<file path="src/rtl/video_timing_gen_if.sv">
// video_timing_gen_if: pixel request / video output bus between the timing
// generator (master) and the pixel source / display sink (slave).
interface video_timing_gen_if #(
   parameter int CNT_W  = 12,
   parameter int DATA_W = 24
);
   logic              data_req;
   logic [CNT_W-1:0]  pixel_xpos;
   logic [CNT_W-1:0]  pixel_ypos;
   logic [DATA_W-1:0] pixel_data;
   logic              video_hs;
   logic              video_vs;
   logic              video_de;
   logic [DATA_W-1:0] video_rgb;
   logic              frame_start;
   logic              line_start;

   modport master (
      output data_req, pixel_xpos, pixel_ypos, video_hs, video_vs, video_de,
             video_rgb, frame_start, line_start,
      input  pixel_data
   );

   modport slave (
      input  data_req, pixel_xpos, pixel_ypos, video_hs, video_vs, video_de,
             video_rgb, frame_start, line_start,
      output pixel_data
   );
endinterface

</file>
<file path="src/rtl/video_timing_gen.sv">
// video_timing_gen: raster timing generator. Issues pixel requests REQ_LEAD
// cycles ahead of video_de, and swaps in new h/v timing only at a frame
// boundary after validating it. Optional colour-bar source: VTG_PATTERN_EN.
// Every output is a registered decode of the counters, so outputs trail the
// counter phase by one cycle; relative timing between outputs is exact.
module video_timing_gen #(
   parameter int CNT_W    = 12,
   parameter int DATA_W   = 24,
   parameter int REQ_LEAD = 2,
   parameter int HS_POL   = 0,
   parameter int VS_POL   = 0,
   parameter int H_SYNC   = 128,
   parameter int H_BACK   = 88,
   parameter int H_DISP   = 800,
   parameter int H_TOTAL  = 1056,
   parameter int V_SYNC   = 3,
   parameter int V_BACK   = 21,
   parameter int V_DISP   = 480,
   parameter int V_TOTAL  = 505
) (
   input  logic               pixel_clk,
   input  logic               sys_rst,
   input  logic [4*CNT_W-1:0] cfg_h,
   input  logic [4*CNT_W-1:0] cfg_v,
   input  logic               cfg_load,
`ifdef VTG_PATTERN_EN
   input  logic               pattern_en,
`endif
   output logic               cfg_err,
   video_timing_gen_if.master vif
);
   // Two guard bits so sync+back+disp and counter+lead never wrap.
   localparam int CW = CNT_W + 2;

   typedef struct packed {
      logic [CNT_W-1:0] total;
      logic [CNT_W-1:0] disp;
      logic [CNT_W-1:0] back;
      logic [CNT_W-1:0] sync;
   } timing_t;

   localparam timing_t DEF_H = timing_t'({CNT_W'(H_TOTAL), CNT_W'(H_DISP),
                                          CNT_W'(H_BACK), CNT_W'(H_SYNC)});
   localparam timing_t DEF_V = timing_t'({CNT_W'(V_TOTAL), CNT_W'(V_DISP),
                                          CNT_W'(V_BACK), CNT_W'(V_SYNC)});

   timing_t           act_h, act_v, pend_h, pend_v;
   logic              pend;
   logic [CNT_W-1:0]  cnt_h, cnt_v;
   logic [CW-1:0]     h_pos, h_req, h_beg, h_end, v_pos, v_beg, v_end;
   logic              line_end, frame_end, v_active, req_win, set_ok;
   logic              data_req_q, hs_q, vs_q, fs_q, ls_q, err_q;
   logic [CNT_W-1:0]  xpos_q, ypos_q;
   logic [REQ_LEAD:1] vld_pipe;

   function automatic logic valid_set(timing_t t);
      logic [CW-1:0] sb;
      sb = CW'(t.sync) + CW'(t.back);
      return (t.disp != '0) && (t.sync != '0) &&
             ((sb + CW'(t.disp)) <= CW'(t.total)) && (sb >= CW'(REQ_LEAD));
   endfunction

   // Window decode of the current counter phase against the active set.
   always_comb begin
      h_pos     = CW'(cnt_h);
      v_pos     = CW'(cnt_v);
      h_req     = h_pos + CW'(REQ_LEAD);
      h_beg     = CW'(act_h.sync) + CW'(act_h.back);
      h_end     = h_beg + CW'(act_h.disp);
      v_beg     = CW'(act_v.sync) + CW'(act_v.back);
      v_end     = v_beg + CW'(act_v.disp);
      line_end  = (h_pos + CW'(1)) == CW'(act_h.total);
      frame_end = line_end && ((v_pos + CW'(1)) == CW'(act_v.total));
      v_active  = (v_pos >= v_beg) && (v_pos < v_end);
      req_win   = v_active && (h_req >= h_beg) && (h_req < h_end);
      set_ok    = valid_set(pend_h) && valid_set(pend_v);
   end

   // Pending/active timing sets; a load on the apply cycle waits a frame.
   always_ff @(posedge pixel_clk) begin
      if (sys_rst) begin
         act_h  <= DEF_H;
         act_v  <= DEF_V;
         pend_h <= '0;
         pend_v <= '0;
         pend   <= 1'b0;
         err_q  <= 1'b0;
      end else begin
         if (frame_end && pend) begin
            if (set_ok) begin
               act_h <= pend_h;
               act_v <= pend_v;
            end else begin
               err_q <= 1'b1;
            end
         end
         if (cfg_load) begin
            pend_h <= timing_t'(cfg_h);
            pend_v <= timing_t'(cfg_v);
            pend   <= 1'b1;
         end else if (frame_end) begin
            pend   <= 1'b0;
         end
      end
   end

   // Horizontal/vertical raster counters.
   always_ff @(posedge pixel_clk) begin
      if (sys_rst) begin
         cnt_h <= '0;
         cnt_v <= '0;
      end else if (line_end) begin
         cnt_h <= '0;
         cnt_v <= frame_end ? '0 : cnt_v + 1'b1;
      end else begin
         cnt_h <= cnt_h + 1'b1;
      end
   end

   // Registered sync/request/position outputs and the de delay line.
   always_ff @(posedge pixel_clk) begin
      if (sys_rst) begin
         data_req_q <= 1'b0;
         xpos_q     <= '0;
         ypos_q     <= '0;
         hs_q       <= 1'(HS_POL);
         vs_q       <= 1'(VS_POL);
         fs_q       <= 1'b0;
         ls_q       <= 1'b0;
         vld_pipe   <= '0;
      end else begin
         data_req_q <= req_win;
         xpos_q     <= !req_win ? '0 : (data_req_q ? xpos_q + 1'b1 : '0);
         ypos_q     <= v_active ? CNT_W'(v_pos - v_beg) : '0;
         hs_q       <= (h_pos < CW'(act_h.sync)) ? 1'(HS_POL) : ~1'(HS_POL);
         vs_q       <= (v_pos < CW'(act_v.sync)) ? 1'(VS_POL) : ~1'(VS_POL);
         ls_q       <= (cnt_h == '0);
         fs_q       <= (cnt_h == '0) && (cnt_v == '0);
         vld_pipe[1] <= data_req_q;
         for (int i = 2; i <= REQ_LEAD; i++) vld_pipe[i] <= vld_pipe[i-1];
      end
   end

`ifdef VTG_PATTERN_EN
   localparam int CH = DATA_W / 3;
   logic [REQ_LEAD:1][CNT_W-1:0] xpos_pipe;
   logic [CW-1:0]                bar_w;
   logic [2:0]                   bar_idx;
   logic [DATA_W-1:0]            bar_rgb;

   // xpos delayed to line up with video_de.
   always_ff @(posedge pixel_clk) begin
      if (sys_rst) begin
         xpos_pipe <= '0;
      end else begin
         xpos_pipe[1] <= xpos_q;
         for (int i = 2; i <= REQ_LEAD; i++) xpos_pipe[i] <= xpos_pipe[i-1];
      end
   end

   // Bar index by threshold compare; bit pattern of the index gives ~{g,r,b}.
   always_comb begin
      bar_w   = CW'(act_h.disp >> 3);
      bar_idx = '0;
      for (int k = 1; k < 8; k++)
         if (CW'(xpos_pipe[REQ_LEAD]) >= CW'(k) * bar_w) bar_idx = 3'(k);
      bar_rgb = DATA_W'({{CH{~bar_idx[1]}}, {CH{~bar_idx[2]}}, {CH{~bar_idx[0]}}});
   end

   assign vif.video_rgb = !vld_pipe[REQ_LEAD] ? '0 :
                          (pattern_en ? bar_rgb : vif.pixel_data);
`else
   assign vif.video_rgb = vld_pipe[REQ_LEAD] ? vif.pixel_data : '0;
`endif

   assign vif.data_req    = data_req_q;
   assign vif.pixel_xpos  = xpos_q;
   assign vif.pixel_ypos  = ypos_q;
   assign vif.video_hs    = hs_q;
   assign vif.video_vs    = vs_q;
   assign vif.video_de    = vld_pipe[REQ_LEAD];
   assign vif.frame_start = fs_q;
   assign vif.line_start  = ls_q;
   assign cfg_err         = err_q;
endmodule
</file>
<file path="src/flat_wrapper.sv">
// flat-port wrapper written by rule: the top's interface ports become plain ports
module video_timing_gen_flat 
#(
   parameter int CNT_W    = 12,
   parameter int DATA_W   = 24,
   parameter int REQ_LEAD = 2,
   parameter int HS_POL   = 0,
   parameter int VS_POL   = 0,
   parameter int H_SYNC   = 128,
   parameter int H_BACK   = 88,
   parameter int H_DISP   = 800,
   parameter int H_TOTAL  = 1056,
   parameter int V_SYNC   = 3,
   parameter int V_BACK   = 21,
   parameter int V_DISP   = 480,
   parameter int V_TOTAL  = 505
)
  (pixel_clk, sys_rst, cfg_h, cfg_v, cfg_load, cfg_err, vif_data_req, vif_pixel_xpos, vif_pixel_ypos, vif_video_hs, vif_video_vs, vif_video_de, vif_video_rgb, vif_frame_start, vif_line_start, vif_pixel_data);
  video_timing_gen_if #(.CNT_W(CNT_W), .DATA_W(DATA_W)) vif_i ();
  input  logic pixel_clk;
  input  logic sys_rst;
  input  logic [4*CNT_W-1:0] cfg_h;
  input  logic [4*CNT_W-1:0] cfg_v;
  input  logic cfg_load;
  output logic cfg_err;
  output wire logic [$bits(vif_i.data_req)-1:0] vif_data_req;
  output wire logic [$bits(vif_i.pixel_xpos)-1:0] vif_pixel_xpos;
  output wire logic [$bits(vif_i.pixel_ypos)-1:0] vif_pixel_ypos;
  output wire logic [$bits(vif_i.video_hs)-1:0] vif_video_hs;
  output wire logic [$bits(vif_i.video_vs)-1:0] vif_video_vs;
  output wire logic [$bits(vif_i.video_de)-1:0] vif_video_de;
  output wire logic [$bits(vif_i.video_rgb)-1:0] vif_video_rgb;
  output wire logic [$bits(vif_i.frame_start)-1:0] vif_frame_start;
  output wire logic [$bits(vif_i.line_start)-1:0] vif_line_start;
  input wire logic [$bits(vif_i.pixel_data)-1:0] vif_pixel_data;
  assign vif_data_req = vif_i.data_req;
  assign vif_pixel_xpos = vif_i.pixel_xpos;
  assign vif_pixel_ypos = vif_i.pixel_ypos;
  assign vif_video_hs = vif_i.video_hs;
  assign vif_video_vs = vif_i.video_vs;
  assign vif_video_de = vif_i.video_de;
  assign vif_video_rgb = vif_i.video_rgb;
  assign vif_frame_start = vif_i.frame_start;
  assign vif_line_start = vif_i.line_start;
  assign vif_i.pixel_data = vif_pixel_data;
  video_timing_gen #(.CNT_W(CNT_W), .DATA_W(DATA_W), .REQ_LEAD(REQ_LEAD), .HS_POL(HS_POL), .VS_POL(VS_POL), .H_SYNC(H_SYNC), .H_BACK(H_BACK), .H_DISP(H_DISP), .H_TOTAL(H_TOTAL), .V_SYNC(V_SYNC), .V_BACK(V_BACK), .V_DISP(V_DISP), .V_TOTAL(V_TOTAL)) u_core (.pixel_clk(pixel_clk), .sys_rst(sys_rst), .cfg_h(cfg_h), .cfg_v(cfg_v), .cfg_load(cfg_load), .cfg_err(cfg_err), .vif(vif_i));
endmodule
</file>
<file path="config.mk">
export PLATFORM = sky130hd
export DESIGN_NAME = video_timing_gen_flat
export DESIGN_NICKNAME = d
export VERILOG_FILES = /design/src/rtl/video_timing_gen_if.sv /design/src/rtl/video_timing_gen.sv /design/src/flat_wrapper.sv
export SDC_FILE = /design/constraint.sdc
export NUM_CORES = 1
export LEC_CHECK = 0
export CAP_MARGIN = 15
export CORE_MARGIN = 2
export CORE_UTILIZATION = 40
export DETAILED_ROUTE_END_ITERATION = 10
export SLEW_MARGIN = 30
export SYNTH_ARGS = -nofsm -noshare
export SYNTH_HDL_FRONTEND = slang
export SYNTH_SLANG_ARGS = --single-unit
</file>
<file path="constraint.sdc">
create_clock -name pixel_clk -period 6.75 [get_ports pixel_clk]
set_input_delay 2.025 -clock pixel_clk [delete_from_list [all_inputs] [get_ports pixel_clk]]
set_output_delay 2.025 -clock pixel_clk [all_outputs]
set_load 0.01 [all_outputs]
</file>
==> results of run 1 <==
[where the power goes]
| part | total, W | leakage, nW | switching, W | internal (W) |
|---|---|---|---|---|
| registers | 0.00157 | 2.03 | 0.0000597 | 0.00151 |
| logic | 0.000562 | 6.08 | 0.000291 | 0.000271 |
| clock network | 0.00158 | 0.465 | 0.000634 | 0.000943 |
[logic make-up (layout without fill, tap and decap cells)]
group,Yosys count,after routing,synth area share
xor gates and xnor gates,133,133,0.0694
and+or+nand+nor,658,658,0.179
adders and majority gates,212,212,0.160
buffers and inverters,215,368,0.0551
DFF,249,249,0.293
muxes,200,200,0.118
AOI/OAI and AO/OA,326,326,0.125
[final cells by class]
class / instances / share of cell area
Clock buffer: 42 / 0.0427
Clock inverter: 8 / 0.00475
Inverter: 135 / 0.0254
Multi-Input combinational cell: 1529 / 0.554
Sequential cell: 249 / 0.249
Tap cell: 539 / 0.0337
Timing Repair Buffer: 183 / 0.0911
[worst paths after layout]
kind                           start                 end  slack, ns  depth (start not counted)
hold reg to reg   u_core.vld_pipe[1]  u_core.vld_pipe[2]       0.44                          1
setup / recovery    u_core.pend_h[0]     u_core.act_h[9]       0.81                         22
hold / removal    u_core.vld_pipe[1]  u_core.vld_pipe[2]       0.44                          1
setup reg to reg    u_core.pend_h[0]     u_core.act_h[9]       0.81                         22
[cells in the final DEF (no fill, tap or decap), types with 10 or more instances in the layout]
cell	n
dfxtp_1	249
nor2_1	229
ha_1	203
mux2i_1	199
nand2_1	198
clkdlybuf4s50_1	175
inv_1	134
a21oi_1	88
xnor2_1	79
o21ai_0	63
xor2_1	53
a21o_1	46
nand3_1	37
nor3_1	30
and2_1	29
clkbuf_16	29
o21a_1	26
nand4_1	22
nor4_1	22
nor2b_1	21
nand2b_1	19
a211oi_1	14
o21bai_1	13
and3_1	13
o2111ai_1	10
[sequential cells by signal, summed over array words and instances, names as in the netlist, 2 cells and up]
name                   count
u_core.cnt_h              12
u_core.vif.pixel_xpos     12
u_core.pend_v             48
u_core.vld_pipe            2
u_core.cnt_v              12
u_core.vif.pixel_ypos     12
u_core.act_h              48
u_core.pend_h             48
u_core.act_v              48
[through the flow]
step	hold slack [ns]	power (W)	cells	area (µm²)	utilization
3_3_place_gp	0.447	0.00214	2635	19100	0.455
6_report	0.440	0.00371	2685	20000	0.478
5_1_grt	0.472	0.00387	2685	20000	0.478
2_1_floorplan	0.414	0.00195	1993	17000	-
3_5_place_dp	0.431	0.00216	2635	19100	0.455
4_1_cts	0.445	0.00375	2685	20000	0.478
[per-layer routing]
metal,vias up,share of wire,GRT usage
met5,-,0,0
met4,0,0.016,0.0455
met3,44,0.050,0.0231
met2,330,0.43,0.333
met1,6616,0.51,0.306
li1,7200,-,-
==> results.py, run 1 <==
metrics = {
    "grt": {
        "first_global_vias": 13800,
        "antenna_found_initial": 0,
        "grt_pass1_wl_um": 74400,
        "overflow": 0,
        "track_usage": 0.210,
        "grt_max_degree": 97,
    },
    "synth": {
        "synth_edf_count": 0,
        "syn-num-nets": 2328,
        "yosys.area.top_type": "dfxtp_1",
        "synth_area_um2": 17000,
        "yosysMostFrequentCell": "dfxtp_1",
        "synth.avg_cell_area_um2": 8.53,
        "ys_seq_elements": 249,
        "synth_cell_types": 72,
        "yosysTopAreaCellShare": 0.293,
        "yosys-top-cells-area": "dfxtp_1 (29%), ha_1 (15%), mux2i_1 (12%), nor2_1 (5.1%), nand2_1 (4.4%)",
        "synthFlopType": "dfxtp_1",
        "ys_warn_count": 0,
        "ys_seq_area_frac": 0.293,
        "synth_common_cells": "dfxtp_1 (249), nor2_1 (229), ha_1 (203)",
        "synthArstFlopShare": 0,
        "synth_cells": 1993,
    },
    "floorplanning": {
        "fp.coreArea_um2": 41900,
        "fp.dieW_um": 210,
        "ioPinCount": 178,
        "num_rows": 75,
        "die_height_um": 210,
        "die-area_um2": 44100,
        "initial_utilization": 0.405,
    },
    "drt": {
        "drt_pass1_iterations": 6,
        "ant_nets": 0,
        "vias": 14200,
        "avgRoutedWirePerCell_um": 17.4,
        "drc_errors": 0,
        "drt_iter0_markers": 894,
        "routed_wl_um": 46800,
        "viasPerCell": 5.28,
    },
    "sta": {
        "finalSetupViolCount": 0,
        "setup_ws_ns": 0.813,
        "finalCriticalPeriod_ns": 5.94,
        "hold_viol": 0,
        "fin_skew_ns": 0.0147,
        "timing.fmax_mhz": 168,
        "tightest_slew_ns": 0.885,
        "grt_setup_unrepaired": "false",
        "final_max_slew_viol_count": 0,
        "fin_setup_tns_ns": 0,
        "period_share": 0.880,
        "relSlewSlack": 0.410,
    },
    "clock_tree": {
        "clockBufferDepth": 3,
        "cts_post_setup_buffers_inserted": 0,
        "clk_pin_slew_worst_paths_ns": 0.06,
        "htreeDepth": 1,
        "numCtsBuffers": 28,
        "cts_resized": 0,
        "clk_latency_ns": 0.57,
        "clockRootBuffer": "clkbuf_16",
        "cts_tree": "built",
        "cts.sink_count": 249,
        "postCtsHoldBufs": 0,
    },
    "power_and_ir_drop": {
        "p_leak_nw": 8.57,
        "powerDensity_nw_per_um2": 185,
        "irDropWorstVdd_mv": 0.187,
    },
    "setup_path": {
        "cp.arrival_ns": 6.43,
        "crit_type": "flip-flop to flip-flop",
        "cp.required_ns": 7.25,
        "critPathLaunchType": "flip-flop",
        "cpMostUsedCell": "ha_1",
        "path_cells": "ha_1 > inv_1 > fa_1 > nor2b_1 > o31a_1 > o21ai_0 > a2bb2oi_1 > ha_1 > a2111oi_0 > o211ai_1 > a41oi_1 > o21ai_0 > xor2_1 > ha_1 > nand4_1 > nor3_1 > o2111ai_1 > a31oi_1 > o2111ai_1 > nor4b_4 > buf_12 > mux2i_1",
        "cpMaxStageDelayCell": "buf_12",
        "crit_family": "compound AO/OA/AOI/OAI gates",
        "cp-end-kind": "flip-flop",
        "critPathMaxFanout": 96,
        "crit_buf_inv": 2,
        "slowest_delay_ns": 0.57,
    },
    "finish": {
        "num-nets-final": 2461,
        "nFillCells": 4134,
        "multi_input_area_um2": 11100,
        "syn_to_final_growth_pct": 17.9,
        "antenna_cells": 0,
        "drive_above_1_share": 0.0340,
        "regArea_um2": 4980,
    },
    "placement": {
        "detailedPlace.worstSlack_ns": 0.868,
        "port_buffers": 177,
        "routabilityCongestion": 0.865,
        "hpwl_um": 36400,
    },
    "run": {
        "max_cap_violations": 0,
    },
    "outcome": {
        "status": "complete, no violations",
    },
    "hold_path": {
        "hold_path_class": "flip-flop to flip-flop",
    },
}
(Power assumes the default switching activity.)
==> run 2: changes to the inputs <==
--- a/config.mk
+++ b/config.mk
@@ -8,7 +8,9 @@
 export CAP_MARGIN = 15
 export CORE_MARGIN = 2
 export CORE_UTILIZATION = 40
+export CTS_BUF_LIST = sky130_fd_sc_hd__clkbuf_16
 export DETAILED_ROUTE_END_ITERATION = 10
+export REMOVE_ABC_BUFFERS = 1
 export SLEW_MARGIN = 30
 export SYNTH_ARGS = -nofsm -noshare
 export SYNTH_HDL_FRONTEND = slang
==> run 2 against run 1 <==
Effect of this change: cell area increased by 0.32%; wire length decreased by 2.0%; clock skew increased by 0.0049 ns; hold slack improved by 0.0093 ns; setup slack got worse by 0.12 ns; first-iteration DRC count decreased by 11%; critical path type unchanged; critical endpoint is now u_core.act_v[40]; largest power group unchanged; highest routed layer unchanged.
==> results.py, run 2 (same netlist as run 1, synthesis figures left out) <==
metrics = {
    "floorplanning": {
        "ioPinCount": 178,
        "initial_utilization": 0.405,
        "die-area_um2": 44100,
        "die_height_um": 210,
        "fp.dieW_um": 210,
        "fp.coreArea_um2": 41900,
        "num_rows": 75,
    },
    "grt": {
        "antenna_found_initial": 0,
        "grt_pass1_wl_um": 72700,
        "first_global_vias": 13600,
        "overflow": 0,
        "track_usage": 0.204,
        "grt_max_degree": 97,
    },
    "clock_tree": {
        "clk_pin_slew_worst_paths_ns": 0.06,
        "clockRootBuffer": "clkbuf_16",
        "htreeDepth": 1,
        "postCtsHoldBufs": 0,
        "clk_latency_ns": 0.59,
        "cts_tree": "built",
        "cts_post_setup_buffers_inserted": 0,
        "clockBufferDepth": 3,
        "cts.sink_count": 249,
        "cts_resized": 0,
        "numCtsBuffers": 31,
    },
    "setup_path": {
        "critPathMaxFanout": 96,
        "rrSetupSlack_ns": 0.69,
        "reg2regPathDepth": 22,
        "rr_startpoint": "u_core.pend_h[0]",
        "cp.arrival_ns": 6.56,
        "reg2reg_to": "u_core.act_v[40]",
        "crit_buf_inv": 2,
        "critPathLaunchType": "flip-flop",
        "slowest_delay_ns": 0.56,
        "path_cells": "ha_1 > inv_1 > fa_1 > nor2b_1 > o31a_1 > o21ai_0 > a2bb2oi_1 > ha_1 > a2111oi_0 > o211ai_1 > a41oi_1 > o21ai_0 > xor2_1 > ha_1 > nand4_1 > nor3_1 > o2111ai_1 > a31oi_1 > o2111ai_1 > nor4b_4 > buf_12 > mux2i_1",
        "cp.required_ns": 7.26,
        "cpMaxStageDelayCell": "buf_12",
        "cp-end-kind": "flip-flop",
        "cpMostUsedCell": "ha_1",
        "crit_type": "flip-flop to flip-flop",
        "crit_family": "compound AO/OA/AOI/OAI gates",
    },
    "drt": {
        "viasPerCell": 5.24,
        "avgRoutedWirePerCell_um": 17.0,
        "drt_pass1_iterations": 8,
        "drc_errors": 0,
        "routed_wl_um": 45800,
        "ant_nets": 0,
        "vias": 14100,
        "drt_iter0_markers": 794,
    },
    "power_and_ir_drop": {
        "p_sw_frac": 0.269,
        "powerDensity_nw_per_um2": 188,
        "irDropWorstVdd_mv": 0.205,
        "seqPwrFrac": 0.415,
        "internal_power_w": 0.00276,
        "p_leak_nw": 8.61,
        "pwr-share-comb": 0.147,
        "power_switching_w": 0.00102,
        "p_clk_frac": 0.438,
    },
    "placement": {
        "placed_cell_area_um2": 19100,
        "routabilityCongestion": 0.890,
        "hpwl_um": 35600,
        "dp.cells": 2636,
        "detailedPlace.worstSlack_ns": 0.773,
        "port_buffers": 177,
    },
    "finish": {
        "num-nets-final": 2465,
        "nFillCells": 4089,
        "stdcell_area_um2": 20100,
        "antenna_cells": 0,
        "drive_above_1_share": 0.0358,
        "regArea_um2": 4980,
        "fin_cells": 2689,
        "syn_to_final_growth_pct": 18.3,
        "layout_common_cells": "dfxtp_1 (249), nor2_1 (229), ha_1 (203), mux2i_1 (199), nand2_1 (198)",
        "final_util": 0.479,
        "mostFrequentLayoutCell": "dfxtp_1",
        "multi_input_area_um2": 11100,
    },
    "hold_path": {
        "hold_path_class": "flip-flop to flip-flop",
        "hold_depth": 1,
        "min_to": "u_core.vld_pipe[2]",
        "min_from": "u_core.vld_pipe[1]",
    },
    "sta": {
        "hold_viol": 0,
        "grt_setup_unrepaired": "false",
        "period_share": 0.897,
        "timing.fmax_mhz": 165,
        "relSlewSlack": 0.356,
        "setup_ws_ns": 0.693,
        "finalCriticalPeriod_ns": 6.06,
        "final_max_slew_viol_count": 0,
        "fin_skew_ns": 0.0196,
        "tightest_slew_ns": 0.962,
        "finalSetupViolCount": 0,
    },
    "outcome": {
        "status": "complete, no violations",
    },
    "run": {
        "max_cap_violations": 0,
    },
}
[run 2: cell count changes in the layout (fill, tap and decap cells not counted)]
cell,delta
clkinv_4,+4
inv_6,+1
bufinv_16,+2
clkbuf_8,-8
clkinv_1,+3
buf_6,+1
clkbuf_16,+2
clkinv_2,+2
inv_1,+2
clkbuf_1,-5
[run 2: layer usage]
layer,track usage,wire [µm],vias to the layer above
met5,0,0,-
met4,0.0443,935,0
met3,0.0249,2340,58
met2,0.324,19400,313
met1,0.297,23100,6496
li1,-,-,7212
[run 2: power by group through the flow]
stage | registers, W | logic, W | clock network, W
floorplan | 0.00157 | 0.000352 | 0
global placement | 0.00160 | 0.000544 | 0
detailed placement | 0.00160 | 0.000556 | 0
CTS | 0.00157 | 0.000559 | 0.00170
global route | 0.00157 | 0.000623 | 0.00175
finish | 0.00157 | 0.000555 | 0.00165
[run 2: layout make-up]
cell class                 count  share of cell area
multi-input combinational   1529               0.552
timing repair buffer         184              0.0913
sequential                   249               0.248
clock buffer                  31              0.0386
clock inverter                22              0.0113
inverter                     135              0.0253
tap                          539              0.0336
[run 2: worst max-delay path by stage]
stage	cells after the start	startpoint	end
after floorplan	21	u_core.pend_h[0]	u_core.act_h[0]
final	22	u_core.pend_h[0]	u_core.act_v[40]
after global placement	22	u_core.pend_h[0]	u_core.act_h[38]
after CTS	22	u_core.pend_h[0]	u_core.act_v[13]
after global routing	22	u_core.pend_h[0]	u_core.act_v[26]
after detailed placement	22	u_core.pend_h[0]	u_core.act_v[13]
[run 2: through the flow]
step / setup TNS [ns] / power [W] / hold slack, ns
CTS: 0 / 0.00382 / 0.452
floorplan: -525.17 / 0.00192 / 0.414
global route: 0 / 0.00395 / 0.467
finish: 0 / 0.00378 / 0.450
detailed placement: 0 / 0.00215 / 0.438
global placement: 0 / 0.00214 / 0.437
==> run 3: changes to the inputs <==
--- a/config.mk
+++ b/config.mk
@@ -10,6 +10,7 @@
 export CORE_UTILIZATION = 40
 export CTS_BUF_LIST = sky130_fd_sc_hd__clkbuf_16
 export DETAILED_ROUTE_END_ITERATION = 10
+export PLACE_DENSITY = 0.66
 export REMOVE_ABC_BUFFERS = 1
 export SLEW_MARGIN = 30
 export SYNTH_ARGS = -nofsm -noshare
==> run 3 against run 2 <==
Effect of this change: wire length shrank 0.44%; final cell count is the same; via count grew 2.3%; die area is the same; sequential cell count is the same; non-clock buffer count is the same; first-iteration DRC count grew 3.7%; global-route usage shrank 0.085 points; utilization is essentially flat; sequential share of layout area is essentially flat; clock skew shrank 0.0015 ns; maximum frequency shrank 1.5%; critical endpoint is now u_core.act_v[0].
==> results.py, run 3 (same netlist as run 1, synthesis figures left out) <==
metrics = {
    "drt": {
        "vias": 14400,
        "ant_nets": 0,
        "drt_pass1_iterations": 5,
        "routed_wl_um": 45600,
        "drt_iter0_markers": 823,
        "avgRoutedWirePerCell_um": 17.0,
        "drc_errors": 0,
        "viasPerCell": 5.36,
    },
    "finish": {
        "nFillCells": 3974,
        "multi_input_area_um2": 11100,
        "syn_to_final_growth_pct": 18.4,
        "layout_common_cells": "dfxtp_1 (249), nor2_1 (228), ha_1 (203), mux2i_1 (199), nand2_1 (198)",
        "final_util": 0.480,
        "drive_above_1_share": 0.0353,
        "antenna_cells": 0,
        "regArea_um2": 4980,
        "fin_cells": 2689,
        "mostFrequentLayoutCell": "dfxtp_1",
        "num-nets-final": 2463,
        "stdcell_area_um2": 20100,
    },
    "power_and_ir_drop": {
        "p_clk_frac": 0.433,
        "powerDensity_nw_per_um2": 186,
        "pwr-share-comb": 0.149,
        "power_switching_w": 0.00100,
        "internal_power_w": 0.00275,
        "p_leak_nw": 8.62,
        "p_sw_frac": 0.267,
        "irDropWorstVdd_mv": 0.160,
        "seqPwrFrac": 0.418,
    },
    "clock_tree": {
        "clockRootBuffer": "clkbuf_16",
        "postCtsHoldBufs": 0,
        "cts_post_setup_buffers_inserted": 0,
        "htreeDepth": 1,
        "clk_pin_slew_worst_paths_ns": 0.06,
        "cts.sink_count": 249,
        "clockBufferDepth": 3,
        "cts_resized": 0,
        "clk_latency_ns": 0.57,
        "cts_tree": "built",
        "numCtsBuffers": 29,
    },
    "sta": {
        "final_max_slew_viol_count": 0,
        "finalSetupViolCount": 0,
        "finalCriticalPeriod_ns": 6.15,
        "fin_skew_ns": 0.0181,
        "hold_viol": 0,
        "timing.fmax_mhz": 163,
        "grt_setup_unrepaired": "false",
        "relSlewSlack": 0.412,
        "tightest_slew_ns": 0.882,
        "fin_setup_tns_ns": 0,
        "period_share": 0.911,
    },
    "setup_path": {
        "rr_startpoint": "u_core.pend_h[0]",
        "critPathLaunchType": "flip-flop",
        "rrSetupSlack_ns": 0.60,
        "reg2reg_to": "u_core.act_v[0]",
        "cp-end-kind": "flip-flop",
        "path_cells": "ha_1 > inv_1 > fa_1 > nor2b_1 > o31a_1 > o21ai_0 > a2bb2oi_1 > ha_1 > a2111oi_0 > o211ai_1 > a41oi_1 > o21ai_0 > xor2_1 > ha_1 > nand4_1 > nor3_1 > o2111ai_1 > a31oi_1 > o2111ai_1 > nor4b_4 > buf_12 > mux2i_1",
        "cpMostUsedCell": "ha_1",
        "cp.required_ns": 7.23,
        "cp.arrival_ns": 6.63,
        "crit_type": "flip-flop to flip-flop",
        "critPathMaxFanout": 40,
        "cpMaxStageDelayCell": "nor4b_4",
        "reg2regPathDepth": 22,
        "slowest_delay_ns": 0.71,
    },
    "floorplanning": {
        "num_rows": 75,
        "fp.coreArea_um2": 41900,
        "die-area_um2": 44100,
        "ioPinCount": 178,
        "die_height_um": 210,
        "initial_utilization": 0.405,
        "fp.dieW_um": 210,
    },
    "grt": {
        "grt_max_degree": 98,
        "antenna_found_initial": 0,
        "grt_pass1_wl_um": 73200,
        "first_global_vias": 13900,
        "overflow": 0,
        "track_usage": 0.204,
    },
    "placement": {
        "dp.cells": 2636,
        "routabilityCongestion": 0.887,
        "hpwl_um": 35400,
        "placed_cell_area_um2": 19100,
        "port_buffers": 177,
    },
    "hold_path": {
        "min_from": "u_core.vld_pipe[1]",
        "min_to": "u_core.vld_pipe[2]",
        "hold_path_class": "flip-flop to flip-flop",
        "hold_depth": 1,
    },
    "run": {
        "max_cap_violations": 0,
    },
    "outcome": {
        "status": "complete, no violations",
    },
}
==> run 3: cell types whose count changed in the layout (fill, tap and decap cells not counted), sizes merged <==
cell / previous run / this run
bufinv: 4 / 5
clkbuf: 31 / 29
clkinvlp: 2 / 3
==> run 3: how the worst max path moves through the flow <==
stage,slack [ns],start,end
6_report,0.60,u_core.pend_h[0],u_core.act_v[0]
2_1_floorplan,-5.47,u_core.pend_h[0],u_core.act_h[0]
3_3_place_gp,0.89,u_core.pend_h[0],u_core.act_v[0]
3_5_place_dp,0.73,u_core.pend_h[0],u_core.act_v[24]
5_1_grt,0.03,u_core.pend_h[0],u_core.act_v[5]
4_1_cts,0.65,u_core.pend_h[0],u_core.act_v[0]
==> run 3: cell type report <==
| type | instances | area share |
|---|---|---|
| clock inverters | 24 | 0.0123 |
| multi-input cells | 1529 | 0.551 |
| clock buffers | 29 | 0.0361 |
| inverters | 135 | 0.0253 |
| flip-flops and latches | 249 | 0.248 |
| repair buffers | 184 | 0.0935 |
| well taps | 539 | 0.0335 |
==> run 3: layer usage <==
layer | vias up | part of all wire | wire [µm] | GRT usage
li1 | 7204 | - | - | -
met1 | 6756 | 0.48 | 22000 | 0.287
met2 | 377 | 0.44 | 20100 | 0.331
met3 | 64 | 0.056 | 2530 | 0.0222
met4 | 0 | 0.023 | 1060 | 0.0533
met5 | - | 0 | 0 | 0
==> run 3: power groups by stage <==
stage | Clock (W) | Sequential, W | Combinational [W]
after floorplan | 0 | 0.00157 | 0.000352
after global placement | 0 | 0.00160 | 0.000543
after detailed placement | 0 | 0.00160 | 0.000558
after CTS | 0.00166 | 0.00156 | 0.000561
after global routing | 0.00171 | 0.00157 | 0.000626
final | 0.00162 | 0.00157 | 0.000560
==> run 3: through the flow <==
stage | hold WS, ns | worst slack [ns] | power, W
6_report | 0.438 | 0.602 | 0.00375
3_3_place_gp | 0.430 | 0.895 | 0.00214
3_5_place_dp | 0.434 | 0.727 | 0.00215
4_1_cts | 0.446 | 0.652 | 0.00379
2_1_floorplan | 0.414 | -5.47 | 0.00192
5_1_grt | 0.453 | 0.0349 | 0.00391
==> run 3: worst max-delay path: cells and delay by family (launching register included) <==
kind                     cells  cell delay [ns]
AO/OA/AOI/OAI               10             2.28
adder cells (fa/ha/maj)      4             1.29
AND/OR/NAND/NOR              4             1.23
buffers and inverters        2             0.44
flip-flops                   1             0.38
multiplexers                 1             0.24
XOR/XNOR                     1             0.18
